File: src/rtl/prng_vn_extractor_pkg.sv
// Shared definitions for the von Neumann PRNG extractor: FSM states,
// parameter defaults and the bit-pair codes that produce an output bit.
package prng_pkg;

    typedef enum logic [0:0] {
        IDLE = 1'b0,
        PAIR = 1'b1
    } state_t;

    localparam int FIFO_DEPTH_DEFAULT = 4;
    localparam int REP_LIMIT_DEFAULT  = 4;

    // Von Neumann pair codes: 10 yields a one, 01 yields a zero,
    // 00 and 11 are discarded.
    localparam logic [1:0] PAIR_EMIT_ONE  = 2'b10;
    localparam logic [1:0] PAIR_EMIT_ZERO = 2'b01;

    // Width of the repetition run counter; REP_LIMIT never exceeds 15.
    localparam int RUN_W = 4;

endpackage

File: src/rtl/prng_vn_extractor_fifo.sv
// First-word fall-through byte FIFO holding completed debiased bytes.
// Push while full is accepted only when a pop happens on the same edge.
module prng_byte_fifo
    import prng_pkg::*;
#(
    parameter int DEPTH = FIFO_DEPTH_DEFAULT,
    parameter int LW    = $clog2(DEPTH) + 1
) (
    input  logic          clk,
    input  logic          rst_n,
    input  logic          push,
    input  logic          pop,
    input  logic [7:0]    wdata,
    output logic [7:0]    rdata,
    output logic [LW-1:0] level,
    output logic          full,
    output logic          empty
);

    localparam int PW = $clog2(DEPTH);

    logic [7:0]    mem_q [DEPTH];
    logic [PW-1:0] wrPtr_q;
    logic [PW-1:0] rdPtr_q;
    logic [LW-1:0] level_q;
    logic          doPush;
    logic          doPop;

    assign full   = (level_q == LW'(DEPTH));
    assign empty  = (level_q == '0);
    assign doPop  = pop & ~empty;
    assign doPush = push & (~full | doPop);
    assign level  = level_q;
    // The head reads as zero while empty so the output is defined after reset.
    assign rdata  = empty ? 8'h00 : mem_q[rdPtr_q];

    // Pointer and occupancy bookkeeping; pointers wrap naturally because DEPTH is a power of two.
    always_ff @(posedge clk) begin
        if (!rst_n) begin
            wrPtr_q <= '0;
            rdPtr_q <= '0;
            level_q <= '0;
        end else begin
            if (doPush) begin
                wrPtr_q <= wrPtr_q + 1'b1;
            end
            if (doPop) begin
                rdPtr_q <= rdPtr_q + 1'b1;
            end
            case ({doPush, doPop})
                2'b10:   level_q <= level_q + 1'b1;
                2'b01:   level_q <= level_q - 1'b1;
                default: level_q <= level_q;
            endcase
        end
    end

    // Storage array; contents need no reset since occupancy gates visibility.
    always_ff @(posedge clk) begin
        if (doPush) begin
            mem_q[wrPtr_q] <= wdata;
        end
    end

endmodule

File: src/rtl/prng_vn_extractor.sv
// Von Neumann debiasing extractor with a repetition health test.
// Each accepted byte is walked as four bit pairs, MSB pair first; surviving
// bits are packed MSB-first into bytes that are queued in an output FIFO.
module prng_vn_extractor
    import prng_pkg::*;
#(
    parameter int FIFO_DEPTH = FIFO_DEPTH_DEFAULT,
    parameter int REP_LIMIT  = REP_LIMIT_DEFAULT
) (
    input  logic                        clk,
    input  logic                        rst_n,
    input  logic                        ena,
    input  logic [7:0]                  in_data,
    input  logic                        in_valid,
    output logic                        in_ready,
    output logic [7:0]                  out_data,
    output logic                        out_valid,
    input  logic                        out_ready,
    output logic [$clog2(FIFO_DEPTH):0] fifo_level,
    output logic                        rep_fail
);

    localparam int LW = $clog2(FIFO_DEPTH) + 1;

    state_t           state_q, state_d;
    logic [1:0]       idx_q, idx_d;
    logic [7:0]       byte_q, byte_d;
    logic [7:0]       asm_q, asm_d;
    logic [2:0]       cnt_q, cnt_d;
    logic [RUN_W-1:0] run_q, run_d;
    logic [7:0]       prev_q, prev_d;
    logic             prevValid_q, prevValid_d;
    logic             repFail_q, repFail_d;

    logic       accept;
    logic [1:0] pair;
    logic       emit;
    logic       emitBit;
    logic       inPair;
    logic       fifoPop;
    logic       fifoPush;
    logic       fifoFull;
    logic       fifoEmpty;
    logic       stall;
    logic       step;
    logic [7:0] withBit;

    assign in_ready  = ena & (state_q == IDLE);
    assign accept    = in_valid & in_ready;
    assign out_valid = ~fifoEmpty;
    assign fifoPop   = out_valid & out_ready;
    assign rep_fail  = repFail_q;

    // Select the current bit pair, most significant pair first.
    always_comb begin
        pair = byte_q[7:6];
        case (idx_q)
            2'd0:    pair = byte_q[7:6];
            2'd1:    pair = byte_q[5:4];
            2'd2:    pair = byte_q[3:2];
            default: pair = byte_q[1:0];
        endcase
    end

    assign emit    = (pair == PAIR_EMIT_ONE) | (pair == PAIR_EMIT_ZERO);
    assign emitBit = (pair == PAIR_EMIT_ONE);
    assign inPair  = (state_q == PAIR) & ena;
    // A step that would complete a byte waits while the FIFO is full and nothing leaves it.
    assign stall    = inPair & emit & (cnt_q == 3'd7) & fifoFull & ~fifoPop;
    assign step     = inPair & ~stall;
    assign fifoPush = step & emit & (cnt_q == 3'd7);
    // Bits land at position 7-count, which packs them MSB-first.
    assign withBit  = emitBit ? (asm_q | (8'h80 >> cnt_q)) : asm_q;

    // Extractor next state: latch on accept, then one pair per enabled cycle.
    always_comb begin
        state_d = state_q;
        idx_d   = idx_q;
        byte_d  = byte_q;
        asm_d   = asm_q;
        cnt_d   = cnt_q;
        if (accept) begin
            byte_d  = in_data;
            idx_d   = 2'd0;
            state_d = PAIR;
        end else if (step) begin
            idx_d = idx_q + 2'd1;
            if (idx_q == 2'd3) begin
                state_d = IDLE;
            end
            if (emit) begin
                cnt_d = cnt_q + 3'd1;
                asm_d = (cnt_q == 3'd7) ? 8'h00 : withBit;
            end
        end
    end

    // Repetition health test on accepted bytes; the failure flag is sticky.
    always_comb begin
        run_d       = run_q;
        prev_d      = prev_q;
        prevValid_d = prevValid_q;
        repFail_d   = repFail_q;
        if (accept) begin
            if (prevValid_q && (in_data == prev_q)) begin
                run_d = (run_q == '1) ? run_q : run_q + 1'b1;
            end else begin
                run_d = RUN_W'(1);
            end
            prev_d      = in_data;
            prevValid_d = 1'b1;
            if (run_d == RUN_W'(REP_LIMIT)) begin
                repFail_d = 1'b1;
            end
        end
    end

    // State registers with synchronous active-low reset.
    always_ff @(posedge clk) begin
        if (!rst_n) begin
            state_q     <= IDLE;
            idx_q       <= 2'd0;
            byte_q      <= 8'h00;
            asm_q       <= 8'h00;
            cnt_q       <= 3'd0;
            run_q       <= '0;
            prev_q      <= 8'h00;
            prevValid_q <= 1'b0;
            repFail_q   <= 1'b0;
        end else begin
            state_q     <= state_d;
            idx_q       <= idx_d;
            byte_q      <= byte_d;
            asm_q       <= asm_d;
            cnt_q       <= cnt_d;
            run_q       <= run_d;
            prev_q      <= prev_d;
            prevValid_q <= prevValid_d;
            repFail_q   <= repFail_d;
        end
    end

    prng_byte_fifo #(
        .DEPTH (FIFO_DEPTH),
        .LW    (LW)
    ) uFifo (
        .clk   (clk),
        .rst_n (rst_n),
        .push  (fifoPush),
        .pop   (fifoPop),
        .wdata (withBit),
        .rdata (out_data),
        .level (fifo_level),
        .full  (fifoFull),
        .empty (fifoEmpty)
    );

endmodule

File: config.mk
export PLATFORM = sky130hd
export DESIGN_NAME = prng_vn_extractor
export DESIGN_NICKNAME = d
export VERILOG_FILES = /design/src/rtl/prng_vn_extractor_pkg.sv /design/src/rtl/prng_vn_extractor_fifo.sv /design/src/rtl/prng_vn_extractor.sv
export SDC_FILE = /design/constraint.sdc
export NUM_CORES = 1
export LEC_CHECK = 0
export CAP_MARGIN = 20
export CORE_MARGIN = 2
export CORE_UTILIZATION = 55
export CTS_CLUSTER_SIZE = 16
export DETAILED_ROUTE_END_ITERATION = 6
export GPL_ROUTABILITY_DRIVEN = 0
export PLACE_DENSITY = 0.76
export SYNTH_ARGS = -nofsm -noshare
export SYNTH_HDL_FRONTEND = slang
export SYNTH_SLANG_ARGS = --single-unit
export TNS_END_PERCENT = 5
File: constraint.sdc
create_clock -name clk -period 3.25 [get_ports clk]
set_input_delay 0.325 -clock clk [delete_from_list [all_inputs] [get_ports clk]]
set_output_delay 0.325 -clock clk [all_outputs]
set_load 0.02 [all_outputs]
==> results.py <==
metrics = {
    "run_status": {
        "status": "completed",
    },
    "critical_path": {
        "cp_max_fo": 8,
        "r2r-start": "idx_q[0]",
        "reg2reg_slack_ps": 190,
        "reg2reg_depth": 13,
        "worstPathArrival_ps": 3310,
        "endpoint_kind": "register",
        "r2r_end": "uFifo.level[2]",
        "crit_path_start_kind": "register",
        "worstPathRequired_ps": 3510,
        "critPathKind": "register to register",
    },
    "yosys": {
        "synth-edff-count": 32,
        "yosysWarnings": 0,
        "async_flop_share_pct": 0,
        "synth-seq-cells": 69,
        "syn_area_um2": 3190,
        "synth.avg_cell_area_um2": 12.0,
        "netlist-cell-type-count": 46,
        "synth_top_flop_cell": "dfxtp_1",
        "synth.net_count": 296,
        "syn_inst": 265,
        "seq_area_frac_synth_pct": 53.3,
    },
    "global_route": {
        "grt_use_total_pct": 18.2,
        "grt_start_max_net_pins": 35,
        "grt.overflow.total": 0,
        "antenna_found_initial": 0,
        "grt_first_pass_wirelength_mm": 8.87,
        "grt_pass1_vias": 1955,
    },
    "drt": {
        "ant_nets": 0,
        "drc": 0,
        "drt-initial-drc-count": 80,
        "wl_mm": 5.33,
        "dr.pass1.iters": 4,
        "via_count": 1996,
        "routedWlPerCell_um": 14.4,
        "avgViaCountPerCell": 5.38,
    },
    "floorplan": {
        "num_rows": 27,
        "start_util_pct": 57.6,
        "io_pins": 27,
        "core_um2": 5540,
        "dieArea_um2": 6430,
        "die_width_um": 80.2,
        "die_h_um": 80.2,
    },
    "power": {
        "p_per_area_nw_per_um2": 467,
        "leakage_nw": 1.30,
        "ir_drop_mv": 0.327,
    },
    "cts": {
        "clk_pin_slew_worst_paths_ps": 80,
        "clkLatencyLatePin_ps": 330,
        "cts_buffer_depth": 2,
        "postCtsSetupBuffers": 0,
        "htree_levels": 3,
        "ctsHoldBuffers": 0,
        "root_buffer": "clkbuf_8",
        "cts-resized-gates": 0,
        "cts_buffers": 9,
        "cts_tree": "built",
        "cts_sinks": 69,
    },
    "place": {
        "placed_area_um2": 3510,
        "placed_cells": 354,
        "hpwl_mm": 3.78,
        "portBuffers": 26,
    },
    "cells_and_area": {
        "finalNetCount": 325,
        "stdcell_count": 371,
        "layout_common_cells": "dfxtp_1, edfxtp_1, nand2_1",
        "antenna_cells": 0,
        "syn_to_final_growth_pct": 17.7,
        "drive_gt1_share_pct": 15.4,
        "final_common_cell": "dfxtp_1",
        "fin_area_um2": 3760,
        "final_util_pct": 67.8,
    },
    "timing": {
        "hold_ws_ps": 478,
        "clock.fmax_mhz": 327,
        "post-route-period-util_pct": 94.0,
        "slew_violations": 0,
        "worst_slew_pin_slew_ps": 821,
        "finalHoldViolCount": 0,
        "final.setup.tns_ps": 0,
        "fin_worst_skew_ps": 9.86,
        "period_needed_ps": 3060,
        "relSlewSlack_pct": 45.2,
        "setup_viol": 0,
        "rsz0062_at_grt": "false",
    },
    "min_path": {
        "holdPathStages": 1,
        "min_from": "prevValid_q",
        "hold_path_end": "prevValid_q",
        "hold_class": "register to register",
    },
    "flow_run": {
        "max_cap_viol_count": 0,
    },
}
-- critical path: stages (launching register included) --
cell      delay (ps)
dfxtp_1          400
inv_1             80
ha_1             210
a222oi_1         280
a21oi_1          120
ha_1             380
nor4b_4           70
inv_2            140
ha_1             200
inv_1             60
fa_1             370
xor2_1           160
or3_1            310
a21boi_0         190
-- synth_stat cells (7+ instances only) --
cell type	instances	share of area [%]
clkbuf_1	8	0.94
nand2_1	30	3.5
and2_2	8	1.9
dfxtp_1	37	23
nor2_1	10	1.2
edfxtp_1	32	30
a21oi_1	7	1.1
xnor2_1	14	3.8
inv_1	12	1.4
mux4_2	8	5.6
and2_1	9	1.8
a21boi_0	10	2.4
ha_1	17	6.7
-- where the power goes --
part           switching, mW  internal [mW]  total [mW]
combinational         0.0392         0.0413      0.0805
sequential           0.00912          0.909       0.918
clock                  0.323          0.434       0.757
-- stage by stage --
stage	setup slack (ps)	power (mW)
finish	195	1.76
global route	14.4	1.81
CTS	192	1.77
detailed placement	210	1.01
global placement	361	1.01
floorplan	356	0.982
-- how the worst max path moves through the flow --
stage | from | cells past startpoint | end | slack, ps
detailed placement | idx_q[1] | 13 | uFifo.level[2] | 210
global route | idx_q[1] | 13 | uFifo.level[2] | 10
global placement | idx_q[0] | 13 | uFifo.level[2] | 360
CTS | idx_q[0] | 13 | uFifo.level[2] | 190
finish | idx_q[0] | 13 | uFifo.level[2] | 190
floorplan | idx_q[1] | 14 | uFifo.level[2] | 360
-- layout make-up --
class	instances	area, µm²
Multi-Input combinational cell	172	1390
Tap cell	72	90.1
Timing Repair Buffer	29	303
Clock inverter	7	98.8
Clock buffer	9	124
Fill cell	424	1780
Sequential cell	69	1700
Inverter	13	48.8
-- per-layer routing --
layer  global-route usage, %  share of wire (%)
met5                       0                  0
met3                    3.03                3.1
met1                    22.5                 45
met4                    8.31                1.8
met2                    31.2                 51
-- registers in the layout, summed over array words and instances, names as in the netlist, named ones only --
register,flops
uFifo.mem_q,32
asm_q,8
prev_q,8
run_q,4
cnt_q,3
uFifo.level,3
idx_q,2
uFifo.rdPtr_q,2
uFifo.wrPtr_q,2
prevValid_q,1
rep_fail,1
state_q,1
-- cells by family after synthesis --
family | share of synthesized area [%]
and+or+nand+nor | 14.8
DFF | 53.3
AOI/OAI and AO/OA | 11.4
buffers and inverters | 3.13
adders and majority gates | 7.29
xor gates and xnor gates | 4.11
muxes | 5.96
(Power assumes the default switching activity.)
